--- config.mk ---
export PLATFORM = sky130hd
export DESIGN_NAME = prog_loader
export DESIGN_NICKNAME = d
export VERILOG_FILES = /design/src/rtl/prog_loader.sv
export SDC_FILE = /design/constraint.sdc
export NUM_CORES = 2
export LEC_CHECK = 0
export CORE_ASPECT_RATIO = 0.7
export CORE_MARGIN = 5
export CORE_UTILIZATION = 50
export DETAILED_ROUTE_END_ITERATION = 10
export GPL_TIMING_DRIVEN = 0
export HOLD_SLACK_MARGIN = 0.03
export PLACE_DENSITY = 0.67
export SLEW_MARGIN = 10
export SYNTH_ARGS = -nofsm -noshare
export SYNTH_HDL_FRONTEND = slang
export SYNTH_SLANG_ARGS = --single-unit
export TNS_END_PERCENT = 100
--- constraint.sdc ---
create_clock -name clock -period 4.4 [get_ports clock]
set_input_delay 1.32 -clock clock [delete_from_list [all_inputs] [get_ports clock]]
set_output_delay 1.32 -clock clock [all_outputs]
set_load 0.05 [all_outputs]
--- src/rtl/prog_loader.sv ---
// Program memory and byte-serial loader feeding the 8-bit CPU; optional checksum via LOADER_CHECKSUM_EN.
// Latency: one byte written per cycle; asynchronous zero-latency instruction read.
// Backpressure: ld_ready is high only in LEN/DATA(/CHK); load_start aborts and discards a concurrent byte.
module prog_loader #(
   parameter int              AW          = 8,
   parameter int              DW          = 8,
   parameter logic [DW-1:0]   STALL_INSTR = '0
) (
   input  logic          clock,
   input  logic          reset,
   input  logic          load_start,
   input  logic          ld_valid,
   input  logic [DW-1:0] ld_data,
   output logic          ld_ready,
   input  logic [AW-1:0] address,
   output logic [DW-1:0] instruction,
   output logic          cpu_run,
   output logic          load_done,
   output logic          load_err
);

   typedef enum logic [2:0] {
      S_IDLE,
      S_LEN,
      S_DATA,
`ifdef LOADER_CHECKSUM_EN
      S_CHK,
      S_ERR,
`endif
      S_RUN
   } state_t;

   state_t        state, state_nxt;
   logic [AW-1:0] ptr;
   logic [AW-1:0] len_q;
   logic          accept;
   logic          last_byte;
   logic          wr_en;
   logic [DW-1:0] mem [2**AW];
`ifdef LOADER_CHECKSUM_EN
   logic [DW-1:0] sum;
   logic [DW-1:0] chk_total;

   assign chk_total = sum + ld_data;
`endif

   assign accept    = ld_valid && ld_ready;
   // len_q of 0 means 2**AW bytes: the last byte then lands at ptr = 2**AW-1
   assign last_byte = (ptr == len_q - AW'(1));
   assign wr_en     = accept && !load_start && (state == S_DATA);

   always_ff @(posedge clock or negedge reset) begin
      if (!reset) state <= S_IDLE;
      else        state <= state_nxt;
   end

   always_comb begin
      state_nxt = state;
      case (state)
         S_IDLE: if (load_start) state_nxt = S_LEN;
         S_LEN:  if (accept) state_nxt = S_DATA;
`ifdef LOADER_CHECKSUM_EN
         S_DATA: if (accept && last_byte) state_nxt = S_CHK;
         S_CHK:  if (accept) state_nxt = (chk_total == '0) ? S_RUN : S_ERR;
         S_ERR:  state_nxt = S_ERR;
`else
         S_DATA: if (accept && last_byte) state_nxt = S_RUN;
`endif
         S_RUN:  state_nxt = S_RUN;
         default: state_nxt = S_IDLE;
      endcase
      if (load_start) state_nxt = S_LEN;
   end

   always_comb begin
      ld_ready = 1'b0;
      cpu_run  = 1'b0;
      load_err = 1'b0;
      case (state)
         S_LEN, S_DATA: ld_ready = 1'b1;
`ifdef LOADER_CHECKSUM_EN
         S_CHK:  ld_ready = 1'b1;
         S_ERR:  load_err = 1'b1;
`endif
         S_RUN:  cpu_run  = 1'b1;
         default: ;
      endcase
   end

   always_ff @(posedge clock or negedge reset) begin
      if (!reset) begin
         ptr       <= '0;
         len_q     <= '0;
         load_done <= 1'b0;
`ifdef LOADER_CHECKSUM_EN
         sum       <= '0;
`endif
      end else begin
         load_done <= (state_nxt == S_RUN) && (state != S_RUN);
         if (accept && !load_start) begin
            if (state == S_LEN) begin
               len_q <= ld_data[AW-1:0];
               ptr   <= '0;
`ifdef LOADER_CHECKSUM_EN
               sum   <= '0;
`endif
            end else if (state == S_DATA) begin
               ptr   <= ptr + 1'b1;
`ifdef LOADER_CHECKSUM_EN
               sum   <= sum + ld_data;
`endif
            end
         end
      end
   end

   // Program memory is deliberately not reset so an aborted load keeps prior contents
   always_ff @(posedge clock) begin
      if (wr_en) mem[ptr] <= ld_data;
   end

   assign instruction = cpu_run ? mem[address] : STALL_INSTR;

endmodule

==> metrics.md <==
| Metric | Value |
|---|---|
| CTS clock-pin slew for the worst setup and hold paths | 0.07 ns |
| Syn_area_per_cell | 19.9 um2 |
| Min-delay src | len_q[6]$_DFFE_PN0P_ |
| Tmin final | 5.78 ns |
| WHS Endpoint | len_q[6]$_DFFE_PN0P_ |
| Die Y-Extent | 347 um |
| #FFs+latches synth | 2068 |
| Async SR Flop Fraction | 0.967% |
| Share of layout cells above drive strength 1 | 30.9% |
| Worst Hold Class | flop to flop |
| Syn Std Cell Area | 81100 um2 |
| H-tree depth | 4 |
| Port Buffers | 30 |
| Core region area | 161000 um2 |
| Design Area, Final | 96700 um2 |
| Critical path arrival | 4.46 ns |
| DRT iter0 DRCs | 9961 |
| Antenna Nets Post-Route | 0 |
| Status | finished, violations left |
| DRT Wirelength | 316000 um |
| Cells after DPL | 6249 |
| Rel. slew slack | 1.37% |
| Starting Density | 50.4% |
| Fmax | 173 MHz |
| WHS | 0.521 ns |
| Fill count | 11300 |
| Max-slew violation count | 0 |
| Largest net degree at the start of global routing | 139 |
| Vias in the first global route | 44200 |
| Yosys cell types | 62 |
| Gr ovfl total | 0 |
| Max Cap Violations | 0 |
| Clock latency on the worst-skew pair | 0.88 ns |
| Final Cycle Share | 131% |
| CP Class | primary input to output pin |
| Post-Syn Instances | 4068 |
| First-pass GRT wire length | 414000 um |
| Hold path depth | 1 |
| R2r setup slk | 0.07 ns |
| Least-Margin Pin Slew | 1.48 ns |
| Final setup viols | 388 |
| CTS Sinks | 2068 |
| DR vias | 48400 |
| CTS tree | built |
| Gp weighted congestion | 1.02 |
| Placed Area | 85000 um2 |
| FF-to-FF Start | ptr[3]$_DFFE_PN0P_ |
| Crit. End Element | output pin |
| Initial antenna violation count | 18 |
| RR Endpoint | mem[191][2]$_DFFE_PP_ |
| # rows | 123 |
| Fraction of the yosys area taken by sequential cells | 76.4% |
| EDFF count, synth | 2048 |
| WL per Instance | 46.7 um |
| Total Routing Usage GR | 36.8% |
| Reg2Reg Depth | 5 |
| Clock Root Buffer | clkbuf_16 |
| Post-place setup slack | -4.36 ns |
| Clock Skew | 0.0518 ns |
| Failing checks | negative setup slack |
| DP HPWL | 210000 um |
| Num ports | 32 |
| Setup ws final | -1.38 ns |
| Syn. warnings | 0 |
| Leakage dissipation | 30.5 nW |
| Crit path required time | 3.08 ns |
| RSZ-0062 raised after global routing | true |
| Crit start category | primary input |
| Via density per instance | 7.14 |
| Layout Nets | 4499 |
| DR pass1 iterations | 8 |
| Maximum vdd ir drop | 0.000349 V |
| CTS Buf Count | 185 |
| Hold Vio Cnt, Final | 0 |
| Power Total | 41.4 mW |
| Area of the die | 171000 um2 |
| Area growth, synth to finish | 19.1% |
| Fin cells | 6771 |
| Crit Path Max Fanout | 11 |
| Clock Tree Buf Depth | 3 |
| Pwr Density | 428 nW/um2 |
| Drt drc | 0 |
| Synth Flop Type | edfxtp_1 |
| Die width | 491 um |
[power by group]
part           total [mW]  internal, mW  switching, mW  leakage, nW
clock                16.4          8.83           7.59         2.91
combinational        3.26          1.08           2.18         8.88
sequential           21.7          21.7         0.0291         18.7
[per-layer routing]
layer  wire length (um)  GRT usage (%)  vias to the layer above
met5                422           1.10                        -
met4              15700           15.1                       12
met3              62100           22.5                      723
met2             123000           46.4                     4739
met1             115000           50.8                    25200
li1                   -              -                    17700
[stage by stage]
stage | utilization (%) | setup TNS, ns
finish | 60.0 | -32.03
global route | 60.0 | -21.40
CTS | 59.6 | -9.25
detailed placement | 52.8 | -1843.92
global placement | 52.4 | -
floorplan | - | -0.799
[cell type report]
class                      count  area [um2]  share of cell area, %
clock inverter               115        1200                   1.24
inverter                       7        31.3                 0.0324
clock buffer                 231        4800                   4.97
multi-input combinational   1750       20000                   20.6
timing repair buffer         225        2610                   2.70
sequential                  2068       62000                   64.1
tap                         2125        2660                   2.75
antenna                       13        32.5                 0.0337
buffer                       237        3380                   3.49
[cells in the mapped netlist, types with 20 or more instances]
master | instances | area, um2
buf_2 | 32 | 160
nor4_1 | 25 | 156
buf_4 | 25 | 188
a211oi_1 | 28 | 210
nor2_1 | 341 | 1280
edfxtp_1 | 2048 | 61500
o22ai_1 | 74 | 463
o221ai_1 | 76 | 666
mux4_2 | 385 | 8670
nand3_1 | 48 | 240
nand4_1 | 31 | 194
nor3_1 | 81 | 405
a22oi_1 | 49 | 368
mux2i_1 | 251 | 2510
clkbuf_1 | 114 | 428
a21oi_1 | 45 | 225
nand2_1 | 99 | 372
buf_6 | 28 | 315
dfrtp_1 | 20 | 500
o21ai_0 | 56 | 280
[logic make-up after synthesis]
kind of cell | after synthesis | synth area share [%]
AOI/OAI and AO/OA | 374 | 3.20
xor gates and xnor gates | 18 | 0.194
adders and majority gates | 5 | 0.0771
buffers and inverters | 251 | 2.05
DFF | 2068 | 76.4
muxes | 651 | 14.1
other | 1 | 0.00462
and+or+nand+nor | 700 | 3.93
[how the worst max path moves through the flow]
stage          startpoint              endpoint
2_1_floorplan  address[0]        instruction[3]
3_3_place_gp   ld_data[2]  mem[44][2]$_DFFE_PP_
3_5_place_dp   address[1]        instruction[2]
4_1_cts        address[0]        instruction[2]
5_1_grt        address[0]        instruction[7]
6_report       address[2]        instruction[0]
[worst max-delay path, stage by stage]
cell      delay, ns
buf_2          0.15
buf_4          0.30
buf_4          0.53
clkbuf_2       0.67
a21oi_1        0.13
o21ai_2        0.24
nand4_1        0.46
o22ai_4        0.39
buf_6          0.21
[state kept, by name (all words and copies together) (netlist names)]
| register | cells |
|---|---|
| mem | 2048 |
| len_q | 8 |
| ptr | 8 |
| state | 3 |
| load_done | 1 |
[cell usage in the layout, fill, tap and decap left out, types with 24 or more instances in the layout]
| cell type | count |
|---|---|
| buf_16 | 59 |
| o221ai_4 | 24 |
| nand3_1 | 29 |
| nor3_1 | 66 |
| clkbuf_1 | 67 |
| o221ai_2 | 34 |
| clkbuf_8 | 34 |
| nor2_4 | 49 |
| nand2_1 | 85 |
| buf_4 | 151 |
| mux2i_1 | 233 |
| buf_6 | 34 |
| nor2_2 | 58 |
| a21oi_1 | 31 |
| o21ai_0 | 47 |
| clkinv_2 | 30 |
| clkbuf_2 | 34 |
| o22ai_1 | 50 |
| edfxtp_1 | 2048 |
| a22oi_1 | 45 |
| nand4_1 | 31 |
| nor2_1 | 234 |
| mux4_2 | 385 |
| buf_8 | 28 |
| clkbuf_16 | 191 |
| clkinv_1 | 47 |
| buf_12 | 67 |
[timing repair]
item                                    4_1_cts  5_1_grt
endpoints found under the setup margin     1013      624
hold buffers                                  0        0
gates resized for setup                     886      145
pin swaps                                    84       42
setup buffers                               149       17
cloned                                        5        0
Power figures use the tool's default switching activity.
